===== src/rtl/eco32f_decode_sb.sv =====
// eco32f_decode_sb: decode-stage register scoreboard, one countdown per GPR.
// Decode bubbles on RAW/WAW against any pending in-flight writer.
//
// Ports:
//   clk, rst (async, active-low)
//   id_valid/id_stall/id_flush  decode instruction state
//   pipe_adv                    ex/mem/wb advance this cycle
//   sb_kill                     cancel all in-flight writers
//   id_rf_x/y_addr,_use         sources
//   id_rf_r_addr,_we            destination
//   id_lat                      advances until result forwardable (0 = ex fwd)
//   id_bubble, id_issue         decode control outputs
//   sb_busy                     bit n set while entry n is nonzero
//   sb_stall_cnt                bubble-cycle counter
//
// Optional feature macro: ECO32F_SB_PERF_EN enables the saturating
// bubble-cycle counter; without it sb_stall_cnt is tied to zero.

module eco32f_decode_sb #(
  parameter int NREGS   = 32,
  parameter int AW      = 5,
  parameter int LAT_W   = 4,
  parameter int MAX_LAT = 15
) (
  input  logic             clk,
  input  logic             rst,
  input  logic             id_valid,
  input  logic             id_stall,
  input  logic             id_flush,
  input  logic             pipe_adv,
  input  logic             sb_kill,
  input  logic [AW-1:0]    id_rf_x_addr,
  input  logic             id_rf_x_use,
  input  logic [AW-1:0]    id_rf_y_addr,
  input  logic             id_rf_y_use,
  input  logic [AW-1:0]    id_rf_r_addr,
  input  logic             id_rf_r_we,
  input  logic [LAT_W-1:0] id_lat,
  output logic             id_bubble,
  output logic             id_issue,
  output logic [NREGS-1:0] sb_busy,
  output logic [31:0]      sb_stall_cnt
);

  if (MAX_LAT > (1 << LAT_W) - 1) begin : g_bad_lat
    $error("MAX_LAT does not fit in LAT_W bits");
  end

  logic [LAT_W-1:0] r_cnt [NREGS];

  logic [LAT_W-1:0] w_x_cnt;
  logic [LAT_W-1:0] w_y_cnt;
  logic [LAT_W-1:0] w_r_cnt;
  logic             w_r_nz;
  logic             w_raw;
  logic             w_waw;
  logic             w_wr;

  assign w_x_cnt = r_cnt[id_rf_x_addr];
  assign w_y_cnt = r_cnt[id_rf_y_addr];
  assign w_r_cnt = r_cnt[id_rf_r_addr];
  assign w_r_nz  = (id_rf_r_addr != '0);

  assign w_raw = (id_rf_x_use && (w_x_cnt != '0))
              || (id_rf_y_use && (w_y_cnt != '0));

  // A younger writer may not finish before an older one to the same reg.
  assign w_waw = id_rf_r_we && w_r_nz && (w_r_cnt > id_lat);

  assign id_bubble = id_valid && !id_flush && (w_raw || w_waw);
  assign id_issue  = id_valid && !id_stall && !id_flush && !id_bubble;

  // lat=0 results are covered by ex->ex forwarding: no entry needed.
  assign w_wr = id_issue && id_rf_r_we && w_r_nz && (id_lat != '0);

  always_ff @(posedge clk or negedge rst) begin
    if (!rst) begin
      for (int n = 0; n < NREGS; n++) r_cnt[n] <= '0;
    end else if (sb_kill) begin
      for (int n = 0; n < NREGS; n++) r_cnt[n] <= '0;
    end else begin
      for (int n = 0; n < NREGS; n++) begin
        if (w_wr && (id_rf_r_addr == AW'(n))) begin
          r_cnt[n] <= id_lat;
        end else if (pipe_adv && (r_cnt[n] != '0)) begin
          r_cnt[n] <= r_cnt[n] - LAT_W'(1);
        end
      end
    end
  end

  for (genvar g = 0; g < NREGS; g++) begin : g_busy
    assign sb_busy[g] = (r_cnt[g] != '0);
  end

`ifdef ECO32F_SB_PERF_EN
  logic [31:0] r_stall_cnt;

  always_ff @(posedge clk or negedge rst) begin
    if (!rst) begin
      r_stall_cnt <= '0;
    end else if (id_bubble && (r_stall_cnt != 32'hffff_ffff)) begin
      r_stall_cnt <= r_stall_cnt + 32'd1;
    end
  end

  assign sb_stall_cnt = r_stall_cnt;
`else
  assign sb_stall_cnt = 32'h0;
`endif

`ifndef SYNTHESIS
  // Out-of-range latency is truncated to LAT_W bits by the port itself.
  always_ff @(posedge clk) begin
    if (rst && id_issue && id_rf_r_we && (int'(id_lat) > MAX_LAT))
      $error("eco32f_decode_sb: id_lat %0d exceeds MAX_LAT", id_lat);
  end
`endif

endmodule


===== config.mk =====
export PLATFORM = sky130hd
export DESIGN_NAME = eco32f_decode_sb
export DESIGN_NICKNAME = d
export VERILOG_FILES = /design/src/rtl/eco32f_decode_sb.sv
export SDC_FILE = /design/constraint.sdc
export NUM_CORES = 1
export LEC_CHECK = 0
export ABC_AREA = 1
export CAP_MARGIN = 0
export CORE_MARGIN = 10
export CORE_UTILIZATION = 65
export DETAILED_ROUTE_END_ITERATION = 10
export PLACE_DENSITY = 0.95
export REMOVE_ABC_BUFFERS = 1
export SYNTH_ARGS = -nofsm -noshare
export SYNTH_HDL_FRONTEND = slang
export SYNTH_SLANG_ARGS = --single-unit
export TNS_END_PERCENT = 5

===== constraint.sdc =====
create_clock -name clk -period 8.4 [get_ports clk]
set_clock_uncertainty 0.15 [all_clocks]
set_input_delay 2.1 -clock clk [delete_from_list [all_inputs] [get_ports clk]]
set_output_delay 2.1 -clock clk [all_outputs]
set_load 0.02 [all_outputs]

-- Word-level counts from Yosys, hierarchy flattened
Index checks and enable logic that the tools add are counted.
W data, S select, Z words.
- bits in registers: 128
- latch bits: 0
- memory bits (writable): 0
- bits in read-only memories: 0
- logic and storage cells: 326
- memories: 0
- add/sub/neg operators: 32
- multiply operators: 0
- divide/modulo/power cells: 0
- order comparisons: 4
- equal/unequal tests: 31
- shift operators: 0
- multiplexer cells: 74
- bitwise operators: 3
- reductions and logical operators: 150
- operator list (cell ; count):
    $mux W4 ; 70
    $reduce_bool A4 Y1 ; 35
    $mux W128 ; 1
    $sub A4 B1 Y4 const B ; 32
    $reduce_bool A3 Y1 ; 32
    $eq A5 B5 Y1 const B ; 16
    $logic_and A1 B1 Y1 ; 76
    $bmux W4 S5 ; 3
    $eq A5 B4 Y1 const B ; 8
    $eq A5 B3 Y1 const B ; 4
    $ge A6 B6 Y1 const B ; 3
    $not A5 Y6 ; 3
    $eq A5 B2 Y1 const B ; 2
    $eq A5 B1 Y1 const B ; 1
    $logic_not A5 Y1 ; 1
    $reduce_bool A5 Y1 ; 1
    $gt A4 B4 Y1 ; 1
    $logic_not A1 Y1 ; 3
    $logic_or A1 B1 Y1 ; 2

-- Longest topological paths before layout
- word-level depth: 17
- depth in mapped cells: 25
- gate-level depth less buffers: 21

-- Worst setup path before layout
Ideal clock, no wire load.
- path kind: input -> output
- from: in id_rf_r_addr[0]
- to: out id_bubble
- data arrival time: 4.963 ns
- required time: 6.150 ns
- slack: 1.187 ns
- stages: 20
- cell sequence: buf_2 -> inv_1 -> nand2_1 -> buf_2 -> buf_1 -> o22ai_1 -> o21ai_0 -> nand4_1 -> nor2_1 -> a31oi_1 -> ha_1 -> inv_1 -> nor2_1 -> o211ai_1 -> nand2_1 -> nand4_1 -> nand2_1 -> nor2_4 -> buf_12 -> nor3_1
- longest elaborated chain between the ends: 8
- RTL lines (what ; RTL line ; source):
    start: declaration ; 36 ; input logic [AW-1:0] id_rf_r_addr,
    $not A5 Y6 (not written as such) ; 61 ; assign w_r_cnt = r_cnt[id_rf_r_addr];
    $bmux W4 S5 ; 61 ;
    $mux W4 (not written as such) (2 in series) ; 61 ;
    $gt A4 B4 Y1 ; 68 ; assign w_waw = id_rf_r_we && w_r_nz && (w_r_cnt > id_lat);
    $logic_and A1 B1 Y1 (*) ; 68 ;
    $logic_or A1 B1 Y1 (*) ; 70 ; assign id_bubble = id_valid && !id_flush && (w_raw || w_waw);
    $logic_and A1 B1 Y1 (*) ; 70 ;
    end: declaration ; 39 ; output logic id_bubble,
Every way passes the cells marked *; elsewhere a longest branch is shown, timed or not. The select of a mux whose other input is x is not followed.

-- Worst setup path in the final report
- from: in id_rf_r_addr[0]
- to: out id_issue
- longest elaborated chain between the ends: 10
- RTL lines (what ; RTL line ; source):
    $not A5 Y6 (not written as such) ; 61 ;
    $bmux W4 S5 ; 61 ;
    $mux W4 (not written as such) (2 in series) ; 61 ;
    $gt A4 B4 Y1 ; 68 ;
    $logic_and A1 B1 Y1 (*) ; 68 ;
    $logic_or A1 B1 Y1 (*) ; 70 ;
    $logic_and A1 B1 Y1 (*) ; 70 ;
    $logic_not A1 Y1 (*) ; 71 ; assign id_issue = id_valid && !id_stall && !id_flush && !id_bubble;
    $logic_and A1 B1 Y1 (*) ; 71 ;
    end: declaration ; 40 ; output logic id_issue,
Marks and branches as above.

==> metrics.cfg <==
[status]
status=finished, final reports clean

[power]
max-vdd-ir-drop_v=0.0002901
p_int_uw=2373
clkPwrFrac_pct=15.5
p_switching_uw=2530
sw_frac_of_total_pct=51.59
p_per_area_nw_per_um2=348.2
pwr-share-comb_pct=62.7
total_leakage_power_uw=0.007328
pwr-share-seq_pct=21.7

[floorplanning]
dieHeight_um=160.8
start_util_pct=66.25
fp.dieW_um=160.8
row_count=51
ios=95
design.core.area_um2=19460
die_area_um2=25870

[routing]
vias=13975
drc=0
vias_per_cell=6.197
wl_per_cell_um=19.92
drt_iter0_markers=1671
dr.pass1.iters=6
finalWirelength_um=44930
drtAntennaViolNets=0

[critical_path]
reg2reg_slack_ns=4.08
crit_fanout=15
r2r-end=r_cnt[4]
regToRegStartpoint=r_cnt[85]
required_ns=6.15
crit_type=input port to output port
reg2reg_depth=19
worstSetupStartpointType=input port
worst_ep_arrival_time_ns=5.75
crit_path_end_kind=output port

[cells_and_area]
largest_register_ffs=128
top_regs=r_cnt (128)
nFillCells=1560
regMostFlops=r_cnt
final_cell_mix=nand2_1, inv_1, nand4_1
multi_input_area_um2=8288
register_area_um2=3203
final_common_cell=nand2_1
fin_util_pct=72.36
design_area_um2=14080
drive_gt1_share_pct=6.938
area_growth_syn_to_layout_pct=9.219
final_nets=2074

[yosys]
synth_area_leader_cell=dfrtp_1
syn_area_um2=12890
avgSynthCellArea_um2=6.599
synth_edf_count=0
synthTopCellsByArea=dfrtp_1, nand2_1, nand4_1, ha_1, inv_1
synthArstFlopShare_pct=100.0
netlist_instances=1954
ys.flop_type=dfrtp_1
synth-seq-cells=128
ys_warn_count=0
synth_cell_types=39
yosysTopAreaCellShare_pct=24.84
ys_seq_area_share_pct=24.84

[grt]
grt_max_degree=104
grt_pass1_wl_um=70650
grt_pass1_vias=13072
antenna_found_initial=1
gr-total-overflow=0
grtUsageTotal_pct=33.71

[hold_path]
worstHoldStart=r_cnt[24]
worstHoldEndpoint=r_cnt[24]
min_path_cells=2
hold_path.class=flop to flop

[timing]
drv_slew=0
hold_viol=0
min_period_over_period_pct=95.23
max_freq_ghz=0.1250
finalSetupTns_ns=0
period_minus_slack_ns=7.999
worstMarginPinSlew_ns=1.044
finalSetupViolCount=0
whs_ns=0.3306
max-slew-margin-rel_pct=29.89
rsz0062_at_grt=no

[cts]
cts-root-buf=clkbuf_16
clock_sinks=128
cts-hold-fix-buffers=0
clkTransAtPathRegs_ns=0.06
cts_tree=done
htree_levels=4
clk_path_buf_depth=2
clk_latency_ns=0.44
cts_buffers=17

[placement]
gp_congestion=1.097
placed_area_um2=13460
dp_hpwl_um=31610
io_buffers=62

[job]
cap_violations=0

worst max path at each step:
| stage | from | endpoint | slack, ns | depth (start not counted) |
|---|---|---|---|---|
| floorplan | id_flush | id_issue | -4.14 | 3 |
| global placement | id_rf_r_addr[0] | id_issue | 0.41 | 19 |
| detailed placement | id_rf_r_addr[0] | id_issue | 0.25 | 19 |
| CTS | id_rf_r_addr[0] | id_issue | 0.24 | 19 |
| global route | id_rf_r_addr[1] | id_bubble | 0.08 | 19 |
| finish | id_rf_r_addr[0] | id_issue | 0.40 | 19 |
area by class of cell:
| type | instances | share of cell area, % |
|---|---|---|
| Clock buffer | 19 | 3.216 |
| Antenna cell | 1 | 0.01777 |
| Inverter | 219 | 5.882 |
| Tap cell | 265 | 2.355 |
| Clock inverter | 12 | 0.9773 |
| Multi-Input combinational cell | 1521 | 58.85 |
| Sequential cell | 128 | 22.75 |
| Timing Repair Buffer | 90 | 5.953 |
worst max-delay path, cell delays in order:
cell and delay, ns:
clkdlybuf4s50_1 0.61, inv_1 0.20, nor2_4 0.21, clkinvlp_4 0.18, buf_4 0.22, o22ai_1 0.11
o21ai_0 0.11, nand4_1 0.15, nor2_1 0.05, a31oi_1 0.20, ha_1 0.29, inv_1 0.06
nor2_1 0.03, o211ai_1 0.15, nand2_1 0.07, nand4_1 0.13, nand3_1 0.14, nor2_4 0.14
clkdlybuf4s50_1 0.62
power by group through the flow:
stage               Clock, µW  Sequential [µW]  Combinational (µW)
CTS                       762             1050                3020
global route              788             1080                3400
floorplan                   0              982                2060
detailed placement          0             1050                2980
finish                    762             1070                3080
global placement            0             1050                2900
synth_stat cells (5+ instances only):
cell type,number
a21oi_1,6
a21oi_4,29
buf_1,9
buf_2,18
buf_4,41
buf_6,5
clkbuf_1,37
dfrtp_1,128
ha_1,68
inv_1,213
nand2_1,826
nand3_1,131
nand4_1,143
nand4_4,29
nor2_1,63
nor3_1,35
o21ai_0,35
o22ai_1,54
xor2_1,47
cell families after synthesis:
| kind of cell | Yosys count | synth area share (%) |
|---|---|---|
| simple gates | 1237 | 44.72 |
| flops | 128 | 24.84 |
| fa+ha+maj | 68 | 6.599 |
| buf+inv | 336 | 11.94 |
| compound gates | 137 | 8.685 |
| other cells | 1 | 0.02908 |
| xor+xnor | 47 | 3.193 |
per-layer routing:
| layer | GRT usage, % | routed length, µm | part of all wire (%) | up-vias |
|---|---|---|---|---|
| li1 | - | - | - | 6373 |
| met1 | 41.95 | 16800 | 37 | 6341 |
| met2 | 52.14 | 19780 | 44 | 1024 |
| met3 | 8.103 | 5350 | 12 | 237 |
| met4 | 19.89 | 2999 | 6.7 | 0 |
| met5 | 0 | 0 | 0 | - |
timing repair:
item	4_1_cts	5_1_grt
setup endpoints to repair	0	2
buffers inserted	0	3
resized for setup	0	2
through the flow:
stage / power, µW / setup WS, ns / cells
final: 4903 / 0.4008 / 2255
after global routing: 5270 / 0.08294 / 2255
after CTS: 4826 / 0.2380 / 2251
after detailed placement: 4032 / 0.2500 / 2220
after global placement: 3949 / 0.4052 / 2220
after floorplan: 3047 / -4.139 / 1868
No activity file was read; power rests on OpenSTA's default activity.
